## src/rtl/ca_pkg.sv

```systemverilog
// Shared constants and state encoding for the Rule 110 snapshot streamer.
package ca_pkg;

  localparam int CELLS_DEF = 512;
  localparam int W_DEF     = 32;
  localparam int GEN_W_DEF = 16;

  typedef logic [0:0] state_t;
  localparam state_t IDLE   = 1'b0;
  localparam state_t STREAM = 1'b1;

  localparam logic [7:0] DROP_SAT = 8'hFF;

endpackage

```

## src/rtl/popcount_w.sv

```systemverilog
// Combinational population count of a single stream word.
module popcount_w #(
  parameter int W = 32
) (
  input  logic [W-1:0]           data,
  output logic [$clog2(W+1)-1:0] count
);

  localparam int CW = $clog2(W + 1);

  always_comb begin
    count = '0;
    for (int i = 0; i < W; i++) begin
      count = count + CW'(data[i]);
    end
  end

endmodule

```

## src/rtl/ca_gen_streamer.sv

```systemverilog
// Snapshots the automaton state on request and streams it as W-bit beats,
// tagged with the generation number and the frame's live-cell count.
module ca_gen_streamer
  import ca_pkg::*;
#(
  parameter int CELLS = CELLS_DEF,
  parameter int W     = W_DEF,
  parameter int GEN_W = GEN_W_DEF
) (
  input  logic                       clk,
  input  logic                       areset_n,
  input  logic                       load,
  input  logic [CELLS-1:0]           q,
  input  logic                       snap_req,
  output logic [W-1:0]               m_data,
  output logic                       m_valid,
  input  logic                       m_ready,
  output logic                       m_last,
  output logic [GEN_W-1:0]           m_gen,
  output logic                       busy,
  output logic [$clog2(CELLS+1)-1:0] frame_pop,
  output logic                       frame_done,
  output logic [7:0]                 drop_cnt
);

  localparam int BEATS = CELLS / W;
  localparam int BW    = $clog2(BEATS);
  localparam int PW    = $clog2(CELLS + 1);
  localparam int CW    = $clog2(W + 1);

  if ((CELLS % W) != 0 || BEATS < 2) begin : g_bad_params
    $error("ca_gen_streamer: CELLS must be a multiple of W with at least 2 beats");
  end

  state_t           state;
  logic [CELLS-1:0] shadow;
  logic [BW-1:0]    beat;
  logic [GEN_W-1:0] gen_cnt;
  logic [PW-1:0]    pop_acc;
  logic [CW-1:0]    word_pop;
  logic             xfer;
  logic             last_xfer;
  logic             accept;

  // Outputs come straight from registers, so m_ready never reaches m_valid.
  assign m_valid   = (state == STREAM);
  assign busy      = m_valid;
  assign m_data    = shadow[int'(beat) * W +: W];
  assign m_last    = m_valid && (beat == BW'(BEATS - 1));

  assign xfer      = m_valid && m_ready;
  assign last_xfer = xfer && m_last;
  assign accept    = snap_req && ((state == IDLE) || last_xfer);

  popcount_w #(.W(W)) u_popcount (
    .data  (m_data),
    .count (word_pop)
  );

  // Tracks the generation on q: the automaton reloads on the same strobe.
  always_ff @(posedge clk or negedge areset_n) begin
    if (!areset_n) begin
      gen_cnt <= '0;
    end else if (load) begin
      gen_cnt <= '0;
    end else begin
      gen_cnt <= gen_cnt + 1'b1;
    end
  end

  always_ff @(posedge clk or negedge areset_n) begin
    if (!areset_n) begin
      state      <= IDLE;
      shadow     <= '0;
      beat       <= '0;
      pop_acc    <= '0;
      frame_pop  <= '0;
      m_gen      <= '0;
      frame_done <= 1'b0;
    end else begin
      frame_done <= last_xfer;
      if (last_xfer) begin
        frame_pop <= pop_acc + PW'(word_pop);
      end
      // A request on the closing beat restarts the stream without a gap.
      if (accept) begin
        state   <= STREAM;
        shadow  <= q;
        m_gen   <= gen_cnt;
        beat    <= '0;
        pop_acc <= '0;
      end else if (last_xfer) begin
        state   <= IDLE;
        beat    <= '0;
        pop_acc <= '0;
      end else if (xfer) begin
        beat    <= beat + 1'b1;
        pop_acc <= pop_acc + PW'(word_pop);
      end
    end
  end

  always_ff @(posedge clk or negedge areset_n) begin
    if (!areset_n) begin
      drop_cnt <= '0;
    end else if (snap_req && (state == STREAM) && !last_xfer && (drop_cnt != DROP_SAT)) begin
      drop_cnt <= drop_cnt + 1'b1;
    end
  end

endmodule

```

## config.mk

```make
export PLATFORM = sky130hd
export DESIGN_NAME = ca_gen_streamer
export DESIGN_NICKNAME = d
export VERILOG_FILES = /design/src/rtl/ca_pkg.sv /design/src/rtl/popcount_w.sv /design/src/rtl/ca_gen_streamer.sv
export SDC_FILE = /design/constraint.sdc
export NUM_CORES = 1
export LEC_CHECK = 0
export ABC_AREA = 1
export CAP_MARGIN = 20
export CORE_MARGIN = 8
export CORE_UTILIZATION = 57
export CTS_BUF_LIST = sky130_fd_sc_hd__clkbuf_4 sky130_fd_sc_hd__clkbuf_8
export DETAILED_ROUTE_END_ITERATION = 7
export PLACE_DENSITY_LB_ADDON = 0.05
export REMOVE_ABC_BUFFERS = 1
export SYNTH_ARGS = -nofsm -noshare
export SYNTH_HDL_FRONTEND = slang
export SYNTH_SLANG_ARGS = --single-unit
```

## constraint.sdc

```tcl
create_clock -name clk -period 19.64 [get_ports clk]
set_clock_uncertainty 0.2 [all_clocks]
set_input_delay 2.946 -clock clk [delete_from_list [all_inputs] [get_ports clk]]
set_output_delay 2.946 -clock clk [all_outputs]
set_load 0.02 [all_outputs]
```

## Word level (Yosys, flattened, before mapping)

Index checks and enable logic that the tools add are counted.

| storage, ports and cells | value |
|---|---|
| register bits | 578 |
| input bits | 517 |
| output and inout port bits | 70 |
| word-level logic and storage cells | 68 |

| cells by class | value |
|---|---|
| add/sub/neg operators | 35 |
| equality and inequality tests | 2 |
| shifts and indexed selects | 1 |
| muxes and demuxes | 9 |
| bitwise operators | 1 |
| reduce and logical (&&, ||, !) cells | 11 |

Operators with widths:

| kind | count |
|---|---|
| variable part select 512 x 10 -> 32 bit | 1 |
| adder 6 x 1 -> 6 bit | 30 |
| 2-to-1 mux 10 bit | 3 |
| adder 16 x 1 -> 16 bit, second input constant | 1 |
| 2-to-1 mux 16 bit | 1 |
| 2-to-1 mux 4 bit | 3 |
| adder 10 x 6 -> 10 bit | 1 |
| adder 8 x 1 -> 8 bit, second input constant | 1 |
| inequality test 8 bit, second input constant | 1 |
| logical AND 1 bit | 7 |
| adder 4 x 1 -> 4 bit, second input constant | 1 |
| equality test 4 bit, second input constant | 1 |
| nonzero test 3 bit | 1 |
| adder 1 x 1 -> 2 bit | 1 |
| 2-to-1 mux 1 bit | 2 |
| nonzero test 2 bit | 1 |
| zero test 1 bit | 1 |
| logical OR 1 bit | 1 |
| NOT 1 bit | 1 |

## Logic depth before layout (Yosys ltp)

Gate-level depths: netlist of the first run.

| depth | value |
|---|---|
| depth after elaboration | 36 |
| gate-level depth with buffers | 38 |
| gate-level depth less buffers | 35 |

## By module

From an unflattened synthesis of the first run, not the netlist that was laid out.

| unflattened totals | value |
|---|---|
| cell total of the unflattened synthesis | 3487 |
| area total of the unflattened synthesis | 27676.5 µm² |

Modules (own cells, without submodules):

| module | times used | cells each | area an instance (µm²) | sequential area each (µm²) |
|---|---|---|---|---|
| ca_gen_streamer | 1 | 3398 | 26874.5 | 14463.9 |
| popcount_w | 1 | 89 | 802.0 | 0.0 |

## Worst setup path before layout of the first run

No wires, ideal clock.

| timing path | value |
|---|---|
| path kind | flip-flop to flip-flop |
| start | reg beat[0] |
| end | reg pop_acc[5] |
| library setup time | 119 ps |
| arrival time | 6847 ps |
| required time | 19321 ps |
| setup slack | 12475 ps |
| stages on the path, launching flop included | 31 |
| buffers on the path | 3 |
| period minus slack after synthesis | 7165 ps |
| cells stage by stage | dfrtp_1 > buf_2 > clkbuf_1 > clkbuf_1 > a21oi_1 > o21ai_0 > nand3_1 > nand3_1 > nand2_1 > ha_1 > fa_1 > inv_1 > fa_1 > inv_1 > fa_1 > fa_1 > fa_1 > inv_1 > fa_1 > inv_1 > fa_1 > inv_1 > fa_1 > o221ai_1 > xor2_1 > ha_1 > a21oi_1 > nand2_1 > or2_2 > nand3_1 > nand2_1 |

| on the way | value |
|---|---|
| cells in the longest elaborated chain, start to end | 36 |
| elaborated cells on any way between the ends | 42 |
| classes of those cells | add/sub: 32; eq/ne: 1; shift: 1; mux: 3; reduce/logical: 5 |

Ends and longest elaborated chain:

| what | RTL line | text |
|---|---|---|
| from (decl) | ca_gen_streamer.sv:37 | `logic [BW-1:0] beat;` |
| from (signal assigned) | ca_gen_streamer.sv:97 | `beat <= beat + 1'b1;` |
| variable part select 512 x 10 -> 32 bit | ca_gen_streamer.sv:48 | `assign m_data = shadow[int'(beat) * W +: W];` |
| net m_data[0] | ca_gen_streamer.sv:15 | `output logic [W-1:0] m_data,` |
| adder 1 x 1 -> 2 bit | popcount_w.sv:14 | `count = count + CW'(data[i]);` |
| adder 6 x 1 -> 6 bit (30 in a row) | popcount_w.sv:14 |  |
| adder 10 x 6 -> 10 bit | ca_gen_streamer.sv:98 | `pop_acc <= pop_acc + PW'(word_pop);` |
| 2-to-1 mux 10 bit | ca_gen_streamer.sv:96 | `end else if (xfer) begin` |
| 2-to-1 mux 10 bit | ca_gen_streamer.sv:92 | `end else if (last_xfer) begin` |
| 2-to-1 mux 10 bit | ca_gen_streamer.sv:86 | `if (accept) begin` |
| to (signal assigned) | ca_gen_streamer.sv:98 |  |
| to (decl) | ca_gen_streamer.sv:39 | `logic [PW-1:0] pop_acc;` |

The timed path passes the listed nets, and every way through them passes these cells. The select of a mux whose other input is x is not followed.
A chain may end at the register's enable or synchronous reset.

## Worst setup path in the final report of the first run

| timing path | value |
|---|---|
| start | reg beat[0] |
| end | reg pop_acc[5] |

| on the way | value |
|---|---|
| cells in the longest elaborated chain, start to end | 36 |
| elaborated cells on any way between the ends | 42 |
| classes of those cells | add/sub: 32; eq/ne: 1; shift: 1; mux: 3; reduce/logical: 5 |

Ends and longest elaborated chain:

| what | RTL line |
|---|---|
| variable part select 512 x 10 -> 32 bit | ca_gen_streamer.sv:48 |
| adder 1 x 1 -> 2 bit | popcount_w.sv:14 |
| adder 6 x 1 -> 6 bit (30 in a row) | popcount_w.sv:14 |
| adder 10 x 6 -> 10 bit | ca_gen_streamer.sv:98 |
| 2-to-1 mux 10 bit | ca_gen_streamer.sv:96 |
| 2-to-1 mux 10 bit | ca_gen_streamer.sv:92 |
| 2-to-1 mux 10 bit | ca_gen_streamer.sv:86 |

Parallel ways exist; a longest one is shown, timed or not. The select of a mux whose other input is x is not followed.

==> flow_summary_export.csv, run 1 <==
group,metric,value,unit
final_layout,multiInputGateArea,10900,sq um
clock_network,clock_latency,680,ps
placement,pre_cts_slack,11350,ps
die,io_pins,587,
worst_setup_path,slowest_delay,1060,ps
global_route,antenna_found_initial,11,
synthesis,synth-seq-cells,578,
final_layout,syn2layout_area_growth,29.1,%
clock_network,h-tree-depth,3,
worst_setup_path,slowest_stage,"dfrtp_4",
synthesis,synthFlopType,"dfrtp_1",
synthesis,ys_warn_count,0,
detailed_routing,routed_wl,90.0,mm
sta,relSlewSlack,0.190,
die,die-area,56100,sq um
synthesis,synth-async-reset-ratio,1.00,
worst_setup_path,crit_fanout,236,
run,max_cap_viol_count,0,
detailed_routing,drc_errors,0,
clock_network,postCtsHoldBufs,0,
detailed_routing,firstDrtPassIters,7,
sta,finalSetupTns,0,ps
die,start_util,0.573,
final_layout,nets,4523,
global_route,grt_max_degree,264,
synthesis,synth-edff-count,0,
sta,worst_slew_pin_slew,1210,ps
detailed_routing,vias,25586,
worst_setup_path,start_kind,"flop",
die,chipWidth,237,um
die,core,48500,sq um
global_route,grt_pass1_vias,26033,
final_layout,fill_cells,3682,
placement,place_congestion,0.893,
final_layout,mostFrequentLayoutCell,"nand2_1",
clock_network,cts.repair.resized,0,
synthesis,post-synth-top-area-cell,"dfrtp_1",
clock_network,clockBufferDepth,3,
detailed_routing,drt-wirelength-per-cell,19.3,um
detailed_routing,antenna_left,0,
sta,whs,266,ps
worst_setup_path,worstPathRequired,20010,ps
sta,rsz0062_at_grt,"no",
die,fp.dieH,237,um
clock_network,cts_post_setup_buffers_inserted,0,
detailed_routing,viasPerCell,5.48,
sta,min_period,8320,ps
synthesis,synth_area_leaders,"dfrtp_1 (52%), nand2_1 (18%), o21ai_0 (4.6%), inv_1 (4.6%), nand3_1 (4.0%)",
final_layout,drive_gt1_frac,0.0527,
placement,dpl.hpwl,62.0,mm
synthesis,ys_types,32,
clock_network,clk_pin_slew,60,ps
clock_network,numCtsBuffers,95,
worst_setup_path,cp-end-kind,"flop",
synthesis,postSynthCellCount,3483,
worst_setup_path,arrival,8690,ps
sta,finalMaxSlewViolations,0,
final_layout,final_cell_mix,"nand2_1 (1328), clkdlybuf4s50_1 (585), dfrtp_1 (574), inv_1 (339), o21ai_0 (258)",
clock_network,cts_tree,"built",
detailed_routing,first_iter_violations,2604,
worst_setup_path,crit_top_cell,"fa_1",
global_route,track_usage,0.315,
sta,fin_crit_sh,0.424,
worst_setup_path,path_buf_inv,6,
sta,setup_violations,0,
die,rows,81,
synthesis,synth_top_area_share,0.520,
final_layout,regArea,14500,sq um
sta,hold_viol,0,
sta,worst_slack,11320,ps
worst_setup_path,crit_type,"reg2reg",
synthesis,syn_avg_cell_area,7.98,sq um
worst_hold_path,hp-class,"reg2reg",
synthesis,syn_area,27800,sq um
clock_network,cts_root_buf,"clkbuf_8",
run_status,status,"finished clean",
placement,io_buffers,586,
synthesis,ys_seq_area_frac,0.520,
clock_network,cts.sinks,578,
global_route,grt_overflow,0,
worst_setup_path,crit_family,"adder cells",
global_route,grt_pass1_wl,141,mm
sta,fmax,120,MHz
## stage by stage
step / area [sq um] / utilization / cells
finish: 35900 / 0.740 / 4671
global route: 35900 / 0.740 / 4670
CTS: 35800 / 0.737 / 4658
detailed placement: 33600 / 0.691 / 4485
global placement: 33600 / 0.691 / 4485
floorplan: 26700 / - / 3256
## worst reg2reg max path, delay by kind of cell, from the launching register on
kind            cells  cell delay, ps
compound gates      4             740
xor+xnor            1             160
fa+ha+maj          10            4190
buf+inv             6            1050
flops               1            1060
simple gates        7             820
## cell families (layout without fill, tap and decap cells)
| family | after synthesis | after routing | synth area share |
|---|---|---|---|
| simple gates | 1596 | 1596 | 0.228 |
| other cells | 0 | 9 | 0 |
| flops | 578 | 578 | 0.520 |
| buf+inv | 572 | 1129 | 0.0868 |
| compound gates | 679 | 679 | 0.135 |
| xor+xnor | 16 | 16 | 0.00504 |
| fa+ha+maj | 42 | 42 | 0.0257 |
## cell usage after synthesis (all sizes together) (6+ instances only)
master     n
xor2      10
nor2      31
fa        25
nand2   1328
nand4      7
o21ai    404
o211ai   128
inv      343
nand3    222
a21oi    139
buf      154
dfrtp    578
clkbuf    73
ha        17
xnor2      6
## final timing paths
path / startpoint / end / slack (ps) / cells after the start
setup / recovery: beat[0] / pop_acc[5] / 11320 / 28
hold / removal: shadow[277] / shadow[277] / 270 / 2
hold reg to reg: shadow[277] / shadow[277] / 270 / 2
setup reg to reg: beat[0] / pop_acc[5] / 11320 / 28
max in group asynchronous: areset_n / shadow[308] / 14160 / 5
min in group asynchronous: areset_n / shadow[17] / 2090 / 1
## routing by layer
layer,track usage,vias to the layer above,routed length (um)
li1,-,12059,-
met1,0.403,12185,35900
met2,0.504,1117,42700
met3,0.0775,219,7420
met4,0.148,6,4020
met5,0,-,32
## cell type report
class / instances / share of cell area
multi-input combinational: 2333 / 0.304
sequential: 578 / 0.403
clock buffer: 152 / 0.0541
tap: 622 / 0.0217
antenna: 9 / 0.000627
inverter: 345 / 0.0363
timing repair buffer: 611 / 0.172
clock inverter: 21 / 0.00739
## registers in the layout (all words and copies together) (netlist names)
signal and flops:
beat 4, busy 1, drop_cnt 8, frame_done 1
frame_pop 10, gen_cnt 16, m_gen 16, pop_acc 10
shadow 512
Power of run 1 is left out: the tool's default activity adds up to more than one toggle a clock period on the data nets, which glitch-free logic cannot reach.
==> run 2: changes to the inputs <==
--- a/config.mk
+++ b/config.mk
@@ -8,7 +8,7 @@
 export ABC_AREA = 1
 export CAP_MARGIN = 20
 export CORE_MARGIN = 8
-export CORE_UTILIZATION = 57
+export CORE_UTILIZATION = 53
 export CTS_BUF_LIST = sky130_fd_sc_hd__clkbuf_4 sky130_fd_sc_hd__clkbuf_8
 export DETAILED_ROUTE_END_ITERATION = 7
 export PLACE_DENSITY_LB_ADDON = 0.05
==> constraint.sdc (replaced) <==
create_clock -name clk -period 8.1 [get_ports clk]
set_clock_uncertainty 0.2 [all_clocks]
set_input_delay 1.215 -clock clk [delete_from_list [all_inputs] [get_ports clk]]
set_output_delay 1.215 -clock clk [all_outputs]
set_load 0.02 [all_outputs]
==> run 2 against run 1 <==
  * Critical path depth did not move
  * Hold slack improved by 1.2 ps
  * Count of clock-buffer cells in the layout did not move
  * Core utilization fell by 5.2 points
  * Sequential share of layout area barely moved
  * Setup slack got worse by 11000 ps
  * Cell area barely moved
  * Critical path type unchanged
  * Critical endpoint unchanged
  * Highest routed layer unchanged
==> flow_summary_export.csv, run 2 (synthesized netlist as in run 1, its figures left out) <==
group,metric,value,unit
run_status,status,"finished clean",
global_route,antenna_found_initial,23,
worst_setup_path,start_kind,"flop",
global_route,grt_max_degree,219,
final_layout,mostFrequentLayoutCell,"nand2_1",
clock_network,cts.sinks,578,
final_layout,regArea,14500,sq um
clock_network,clockBufferDepth,3,
final_layout,top_register,"shadow",
clock_network,clock_latency,700,ps
placement,dpl.hpwl,63.1,mm
die,start_util,0.532,
final_layout,largest_reg_flops,512,
global_route,grt_overflow,0,
die,die-area,60000,sq um
worst_hold_path,hp-class,"reg2reg",
sta,min_period,7470,ps
clock_network,clk_pin_slew,60,ps
detailed_routing,vias,24863,
detailed_routing,drt-wirelength-per-cell,18.9,um
final_layout,drive_gt1_frac,0.0548,
sta,worst_slew_pin_slew,986,ps
sta,fmax,134,MHz
worst_setup_path,arrival,7830,ps
clock_network,h-tree-depth,3,
detailed_routing,drc_errors,0,
die,io_pins,587,
run,max_cap_viol_count,0,
detailed_routing,first_iter_violations,1925,
detailed_routing,routed_wl,89.7,mm
sta,relSlewSlack,0.342,
final_layout,nets,4537,
sta,setup_violations,0,
final_layout,syn2layout_area_growth,29.2,%
placement,place_congestion,0.888,
clock_network,cts_tree,"built",
placement,io_buffers,586,
worst_setup_path,crit_fanout,29,
sta,rsz0062_at_grt,"no",
worst_setup_path,cp-end-kind,"flop",
worst_setup_path,crit_type,"reg2reg",
detailed_routing,firstDrtPassIters,5,
sta,hold_viol,0,
global_route,grt_pass1_wl,138,mm
worst_setup_path,slowest_stage,"dfrtp_4",
final_layout,multiInputGateArea,10900,sq um
clock_network,cts.repair.resized,0,
sta,fin_crit_sh,0.922,
clock_network,cts_post_setup_buffers_inserted,0,
worst_setup_path,slowest_delay,660,ps
detailed_routing,antenna_left,0,
die,fp.dieH,245,um
placement,pre_cts_slack,679,ps
global_route,grt_pass1_vias,24410,
global_route,track_usage,0.294,
die,rows,84,
worst_setup_path,crit_top_cell,"fa_1",
clock_network,cts_root_buf,"clkbuf_8",
sta,finalMaxSlewViolations,0,
clock_network,numCtsBuffers,96,
final_layout,fill_cells,4374,
die,chipWidth,245,um
final_layout,reg_top3,"shadow: 512 flops, gen_cnt: 16 flops, m_gen: 16 flops",
die,core,52200,sq um
detailed_routing,viasPerCell,5.23,
final_layout,final_cell_mix,"nand2_1 (1328), clkdlybuf4s50_1 (585), dfrtp_1 (574), inv_1 (339), o21ai_0 (258)",
worst_setup_path,worstPathRequired,8460,ps
sta,worst_slack,632,ps
clock_network,postCtsHoldBufs,0,
-- run 2: cell count changes in the layout (fill, tap and decap cells not counted), sizes merged --
cell      before  now
clkinvlp       4    2
buf           26   39
clkinv        14   15
bufinv         6    1
inv          342  344
diode          9   19
-- run 2: through the flow --
stage	util	cells	TNS (ps)	cell area [sq um]	hold WS, ps
detailed placement	0.648	4568	0	33900	253
CTS	0.687	4737	0	35900	267
global route	0.687	4750	0	35900	277
floorplan	-	3256	-6949950	26700	237
finish	0.688	4756	0	35900	267
global placement	0.648	4568	0	33900	248
-- run 2: routing by layer --
layer	GRT usage	share of wire	vias up
met5	0	0.00079	-
met4	0.108	0.032	12
met3	0.0747	0.079	175
met2	0.469	0.48	783
met1	0.385	0.41	11787
li1	-	-	12106
-- run 2: worst paths after layout --
path | from | end | slack (ps) | depth (start not counted)
max | beat[1] | pop_acc[5] | 630 | 28
min | shadow[158] | shadow[158] | 270 | 2
max reg2reg | beat[1] | pop_acc[5] | 630 | 28
min reg2reg | shadow[158] | shadow[158] | 270 | 2
max in group asynchronous | areset_n | shadow[19] | 5750 | 2
min in group asynchronous | areset_n | shadow[190] | 410 | 1
-- run 2: worst max-delay path: cells and delay by family (launching register included) --
| family | cells | cell delay [ps] |
|---|---|---|
| flip-flops | 1 | 660 |
| AND/OR/NAND/NOR | 7 | 860 |
| XOR/XNOR | 1 | 190 |
| buffers and inverters | 6 | 610 |
| AO/OA/AOI/OAI | 4 | 600 |
| adder cells (fa/ha/maj) | 10 | 4180 |
-- run 2: area by class of cell --
class,count,area share
flip-flops and latches,578,0.403
diodes,19,0.00132
clock buffers,152,0.0525
multi-input cells,2333,0.304
inverters,345,0.0363
well taps,688,0.0240
repair buffers,624,0.176
clock inverters,17,0.00331
Power of run 2 is left out for the same reason.
